## config.mk

```make
export PLATFORM = sky130hd
export DESIGN_NAME = tournament_update_queue
export DESIGN_NICKNAME = d
export VERILOG_FILES = /design/src/rtl/tournament_pkg.sv /design/src/rtl/tournament_update_queue_ptr.sv /design/src/rtl/tournament_update_queue.sv
export SDC_FILE = /design/constraint.sdc
export NUM_CORES = 1
export LEC_CHECK = 0
export CAP_MARGIN = 20
export CORE_UTILIZATION = 50
export CTS_CLUSTER_SIZE = 16
export DETAILED_ROUTE_END_ITERATION = 10
export HOLD_SLACK_MARGIN = 0.12
export PLACE_DENSITY = 0.7
export SETUP_SLACK_MARGIN = 0.4
export SLEW_MARGIN = 10
export SYNTH_ARGS = -nofsm -noshare
export SYNTH_HDL_FRONTEND = slang
export SYNTH_SLANG_ARGS = --single-unit
```

## constraint.sdc

```tcl
create_clock -name clk_i -period 3.6 [get_ports clk_i]
set_input_delay 0.72 -clock clk_i [delete_from_list [all_inputs] [get_ports clk_i]]
set_output_delay 0.72 -clock clk_i [all_outputs]
set_load 0.005 [all_outputs]
```

## src/rtl/tournament_pkg.sv

```systemverilog
// Shared types for the tournament predictor update queue: per-entry
// lifecycle state and the payload captured at prediction/resolve time.
package tournament_pkg;

  // Field widths of the stored entry; the queue's width parameters default
  // to these so the struct and the ports always line up.
  localparam int unsigned tuq_idx_width_c   = 10;
  localparam int unsigned tuq_ghist_width_c = 12;

  // Entry lifecycle: free, waiting for execute, resolved and waiting to retire.
  typedef enum logic [1:0] {
    IDLE = 2'd0,
    PEND = 2'd1,
    DONE = 2'd2
  } tuq_state_e;

  // Everything the predictor update and the GHR restore need about one branch.
  typedef struct packed {
    logic [tuq_idx_width_c-1:0]   idx;
    logic [tuq_ghist_width_c-1:0] ghist;
    logic                         pred_taken;
    logic                         choice;
    logic                         taken;
    logic                         correct;
  } tuq_entry_s;

endpackage

```

## src/rtl/tournament_update_queue_ptr.sv

```systemverilog
// Circular-buffer pointer with one extra wrap bit above the index bits.
// Load has priority over increment so a squash can rewind the tail even
// when an allocate is requested in the same cycle.
module tuq_ptr #(
  parameter int unsigned width_p = 4
) (
  input  logic               clk_i,
  input  logic               reset_n_i,
  input  logic               inc_i,
  input  logic               load_i,
  input  logic [width_p-1:0] load_val_i,
  output logic [width_p-1:0] ptr_o
);

  // Pointer register: load wins over increment; wraps modulo 2**width_p.
  always_ff @(posedge clk_i or negedge reset_n_i) begin
    if (!reset_n_i) begin
      ptr_o <= '0;
    end else if (load_i) begin
      ptr_o <= load_val_i;
    end else if (inc_i) begin
      ptr_o <= ptr_o + width_p'(1);
    end
  end

endmodule

```

## src/rtl/tournament_update_queue.sv

```systemverilog
// In-flight branch tracker feeding the tournament predictor update port.
// Allocates at fetch, resolves out of order, retires strictly in order,
// and on a mispredict squashes younger entries and emits a GHR restore.
//
// Handshakes (valid/ready): a transfer happens on a rising edge where both
// valid and ready are high. pred_ready_o depends only on start-of-cycle
// state, never on pred_v_i. Once w_v_o is high it stays high with a stable
// payload until the cycle w_ready_i is also high; w_v_o never depends on
// w_ready_i. res_v_i has no ready: a resolve is taken or silently ignored.
module tournament_update_queue
  import tournament_pkg::*;
#(
  parameter int unsigned bht_idx_width_p = tuq_idx_width_c,
  parameter int unsigned ghist_width_p   = tuq_ghist_width_c,
  parameter int unsigned depth_p         = 8,
  parameter int unsigned tag_width_p     = $clog2(depth_p)
) (
  input  logic                       clk_i,
  input  logic                       reset_n_i,
  input  logic                       pred_v_i,
  output logic                       pred_ready_o,
  input  logic [bht_idx_width_p-1:0] pred_idx_i,
  input  logic [ghist_width_p-1:0]   pred_ghist_i,
  input  logic                       pred_taken_i,
  input  logic                       pred_choice_i,
  output logic [tag_width_p-1:0]     pred_tag_o,
  input  logic                       res_v_i,
  input  logic [tag_width_p-1:0]     res_tag_i,
  input  logic                       res_taken_i,
  output logic                       w_v_o,
  input  logic                       w_ready_i,
  output logic [bht_idx_width_p-1:0] idx_w_o,
  output logic                       correct_o,
  output logic                       taken_o,
  output logic                       choice_o,
  output logic                       ghist_restore_v_o,
  output logic [ghist_width_p-1:0]   ghist_restore_o,
  output logic [tag_width_p:0]       count_o,
  output logic [2*depth_p-1:0]       dbg_state_o
);

  typedef logic [tag_width_p-1:0] tag_t;
  typedef logic [tag_width_p:0]   ptr_t;

  tuq_state_e state_q [depth_p];
  tuq_entry_s entry_q [depth_p];

  ptr_t head_ptr;
  ptr_t tail_ptr;
  tag_t head_idx;
  tag_t tail_idx;

  logic full;
  logic alloc_fire;
  logic res_hit;
  logic res_correct;
  logic mispredict;
  logic retire_fire;
  tag_t res_off;
  ptr_t res_ptr;
  ptr_t tail_load_val;
  logic [depth_p-1:0] younger;
  tuq_entry_s head_entry;

  logic             restore_v_q;
  logic [ghist_width_p-1:0] restore_q;

  assign head_idx = head_ptr[tag_width_p-1:0];
  assign tail_idx = tail_ptr[tag_width_p-1:0];

  // Full: same slot, opposite lap. Empty (head==tail) needs no flag here.
  assign full         = (head_idx == tail_idx) && (head_ptr[tag_width_p] != tail_ptr[tag_width_p]);
  assign pred_ready_o = !full;
  assign pred_tag_o   = tail_idx;
  assign count_o      = tail_ptr - head_ptr;

  assign alloc_fire  = pred_v_i && pred_ready_o;
  assign res_hit     = res_v_i && (state_q[res_tag_i] == PEND);
  assign res_correct = (res_taken_i == entry_q[res_tag_i].pred_taken);
  assign mispredict  = res_hit && !res_correct;

  // Age of the resolved entry relative to head; modular so wrap is harmless.
  assign res_off       = res_tag_i - head_idx;
  assign res_ptr       = head_ptr + ptr_t'(res_off);
  assign tail_load_val = res_ptr + ptr_t'(1);

  // Retire side reads registered state only.
  assign head_entry  = entry_q[head_idx];
  assign w_v_o       = (state_q[head_idx] == DONE);
  assign idx_w_o     = head_entry.idx;
  assign correct_o   = head_entry.correct;
  assign taken_o     = head_entry.taken;
  assign choice_o    = head_entry.choice;
  assign retire_fire = w_v_o && w_ready_i;

  assign ghist_restore_v_o = restore_v_q;
  assign ghist_restore_o   = restore_q;

  // Mark entries allocated after the mispredicted one (head is offset 0, never younger).
  always_comb begin
    younger = '0;
    for (int i = 0; i < depth_p; i++) begin
      younger[i] = (tag_t'(i) - head_idx) > res_off;
    end
  end

  // Pack per-entry states for observation.
  always_comb begin
    dbg_state_o = '0;
    for (int i = 0; i < depth_p; i++) begin
      dbg_state_o[2*i +: 2] = state_q[i];
    end
  end

  tuq_ptr #(.width_p(tag_width_p + 1)) u_head_ptr (
    .clk_i      (clk_i),
    .reset_n_i  (reset_n_i),
    .inc_i      (retire_fire),
    .load_i     (1'b0),
    .load_val_i ('0),
    .ptr_o      (head_ptr)
  );

  // A mispredict rewinds the tail to just past the bad branch and drops any
  // allocate arriving in the same cycle.
  tuq_ptr #(.width_p(tag_width_p + 1)) u_tail_ptr (
    .clk_i      (clk_i),
    .reset_n_i  (reset_n_i),
    .inc_i      (alloc_fire && !mispredict),
    .load_i     (mispredict),
    .load_val_i (tail_load_val),
    .ptr_o      (tail_ptr)
  );

  // Entry array: allocate at tail, resolve by tag, retire at head, squash younger.
  always_ff @(posedge clk_i or negedge reset_n_i) begin
    if (!reset_n_i) begin
      for (int i = 0; i < depth_p; i++) begin
        state_q[i] <= IDLE;
        entry_q[i] <= '0;
      end
    end else begin
      for (int i = 0; i < depth_p; i++) begin
        if (alloc_fire && !mispredict && (tail_idx == tag_t'(i))) begin
          state_q[i]            <= PEND;
          entry_q[i].idx        <= pred_idx_i;
          entry_q[i].ghist      <= pred_ghist_i;
          entry_q[i].pred_taken <= pred_taken_i;
          entry_q[i].choice     <= pred_choice_i;
          entry_q[i].taken      <= 1'b0;
          entry_q[i].correct    <= 1'b0;
        end
        if (res_hit && (res_tag_i == tag_t'(i))) begin
          state_q[i]         <= DONE;
          entry_q[i].taken   <= res_taken_i;
          entry_q[i].correct <= res_correct;
        end
        if (retire_fire && (head_idx == tag_t'(i))) begin
          state_q[i] <= IDLE;
        end
        if (mispredict && younger[i]) begin
          state_q[i] <= IDLE;
        end
      end
    end
  end

  // GHR restore: one-cycle pulse after a mispredict; value shifts in the actual outcome.
  always_ff @(posedge clk_i or negedge reset_n_i) begin
    if (!reset_n_i) begin
      restore_v_q <= 1'b0;
      restore_q   <= '0;
    end else begin
      restore_v_q <= mispredict;
      if (mispredict) begin
        restore_q <= {entry_q[res_tag_i].ghist[ghist_width_p-2:0], res_taken_i};
      end
    end
  end

endmodule

```

==> impl_metrics.ini <==
[run_status]
status = completed

[power_and_ir_drop]
pwr_density_cell_nw_per_um2 = 945.2
irDropWorstVdd_uv = 377.6
power_leakage_uw = 0.006222

[timing]
finalSetupTns_ns = 0
min_period_over_period_pct = 89.91
fin_ws_ns = 0.3633
final_hold_viol_count = 0
min_period_ns = 3.237
setup_viol = 0
rsz0062_at_grt = true
worst_pin_slew_ns = 0.7193
max-slew-margin-rel_pct = 51.93
max_freq_mhz = 309.0
fin_skew_ns = 0.009443
drv_slew = 0

[cts]
clk_path_buf_depth = 3
ctsRootBufferMaster = clkbuf_16
cts_tree = done
h-tree-depth = 1
cts_made_buffers = 25
clkLatencyLatePin_ns = 0.53
clock_sinks = 237
cts.hold.buffers_added = 0
clk_pin_slew_ns = 0.06

[cells_and_area]
final_layout_size_suffix_gt1_share_pct = 36.17
design_area_um2 = 14320
final_cells = 1311
antenna_cells = 0
layout.nets = 1045
area_growth_pct = 21.12
fin_util_pct = 62.48

[global_route]
gr-total-overflow = 0
track_usage_pct = 23.74
grt_max_degree = 82
antenna_found_initial = 0
grt_pass1_wl_mm = 44.06
grt_pass1_vias = 7754

[floorplan]
dieArea_um2 = 24260
ios = 84
die_x_um = 155.8
start_util_pct = 51.59
core_um2 = 22920
die_height_um = 155.8
rows = 55

[logic_synthesis]
yosysSeqAreaShare_pct = 50.17
synth_area_um2 = 11820
synthAdderAreaFrac_pct = 3.726
synth-async-reset-ratio_pct = 100.0
ys_types = 54
synth_edf_count = 0
synth_nets = 918
synthSimpleGateAreaFrac_pct = 5.747
synth_top_area_share_pct = 50.17
yosys_register_bits = 237
synth_compound_area_share_pct = 5.684
synth_area_leaders = dfrtp_1, mux2_2, mux4_2
synth_top_family_by_area = multiplexers
synthCells = 854
synthXorXnorAreaFrac_pct = 0.9632
synth.area.mux_share_pct = 30.36
synth_top_cell_by_area = dfrtp_1
yosys_warnings = 0
syn-mean-instance-area_um2 = 13.84
synth_flop_cell = dfrtp_1

[placed_design]
placed_cells = 1256
hpwlAfterDp_mm = 16.83
portBuffers = 82
placed_area_um2 = 13410
gp_congestion = 0.8544
dp_slack_ns = -0.2469

[routing]
routed.top_layer = met4
wl_per_cell_um = 21.50
routed_wl_mm = 28.19
drt_iter0_drc = 458
wl_met3_mm = 1.253
vias = 7473
drt-met1-wl_mm = 13.01
drc_errors = 0
ant_nets = 0
drt-vias-per-instance = 5.700
drt_pass1_iterations = 5
met2_length_mm = 13.34

[setup_path]
critPathLaunchType = flip-flop
arrival_ns = 2.52
required_ns = 2.88
worst-setup-path-type = reg2out
path_max_fanout = 20
reg2reg_depth = 8
critPathCaptureType = output port

[job]
maxCapViolCount = 0

[worst_hold_path]
hp-class = in2async
[layout by cell type (no fill, tap or decap), types with 24 or more instances in the layout]
master and n:
dfrtp_1 235, mux2_2 112, clkdlybuf4s50_1 78, nand2_1 74, mux2_4 64, mux4_2 50, buf_4 48, inv_1 25
clkbuf_16 25, a21oi_1 24, ha_1 24
[flip-flops by register name, indices dropped and copies added (netlist names)]
name,flops
entry_q,200
u_tail_ptr.ptr_o,4
dbg_state_o,16
ghist_restore_o,12
u_head_ptr.ptr_o,4
ghist_restore_v_o,1
[final cells by class]
cell class | instances | area, µm²
Multi-Input combinational cell | 544 | 5655
Clock inverter | 7 | 41.29
Fill cell | 1733 | 8598
Timing Repair Buffer | 144 | 1461
Inverter | 29 | 113.9
Tap cell | 313 | 391.6
Clock buffer | 37 | 720.7
Sequential cell | 237 | 5933
[routing by layer]
layer	GRT usage, %	vias up
li1	-	3387
met1	34.60	3879
met2	37.67	169
met3	3.111	38
met4	6.256	0
met5	0	-
[cell families (layout without fill, tap and decap cells)]
| family | Yosys count | count (layout) |
|---|---|---|
| buf+inv | 77 | 217 |
| xor+xnor | 13 | 13 |
| compound gates | 99 | 99 |
| flops | 237 | 237 |
| fa+ha+maj | 34 | 34 |
| simple gates | 145 | 149 |
| mux | 249 | 249 |
[report_power, final]
group	internal (µW)	total (µW)	switching, µW
combinational	3750	6370	2620
sequential	3990	4740	747
clock	1380	2420	1040
[cells in the mapped netlist (3+ instances only)]
master	count
mux2i_1	15
buf_6	10
o21ai_0	19
nand3b_1	3
o32a_1	4
mux2_1	8
nor2_2	8
dfrtp_1	237
nand3_1	14
or2_2	3
clkbuf_1	14
xnor2_1	7
buf_4	4
o22ai_1	17
buf_2	14
nand4_1	4
inv_1	28
fa_1	3
nor2b_1	3
mux2_2	112
nor2_1	20
a211oi_1	4
ha_1	28
mux4_2	50
a22o_1	3
a21boi_0	3
a21oi_1	24
a32o_1	4
maj3_1	3
xor2_1	6
mux2_4	64
and3b_1	5
o211ai_1	3
o211a_1	3
buf_1	6
nand2_1	74
[critical path, stage by stage (launching register included)]
cell and delay [ns]:
dfrtp_2 0.47, buf_12 0.19, and3b_1 0.19, a31o_2 0.24, mux4_2 0.44, clkdlybuf4s50_1 0.45
[stage by stage]
step,power (µW),hold slack (ns)
after floorplan,8841,0.4244
after global placement,10840,0.4629
after detailed placement,11010,0.4686
after CTS,13530,0.2043
after global routing,14410,0.2284
final,13530,0.1673
[timing repair]
action,CTS,global route
setup endpoints to repair,83,57
hold endpoints to repair,0,0
pin swaps,4,2
cloned,2,2
setup buffers,4,2
gates resized for setup,6,4
[final timing paths]
| kind | from | to | slack, ns |
|---|---|---|---|
| worst max-delay path | u_head_ptr.ptr_o[0] | w_v_o | 0.36 |
| min in group clk_i | entry_q[36] | entry_q[36] | 0.48 |
| worst min register to register | entry_q[36] | entry_q[36] | 0.48 |
| max in group asynchronous | reset_n_i | entry_q[123] | 2.58 |
| worst max register to register | u_head_ptr.ptr_o[0] | entry_q[167] | 0.55 |
| worst min-delay path | reset_n_i | entry_q[58] | 0.17 |
Note: power is estimated with default switching activity, not from simulation.
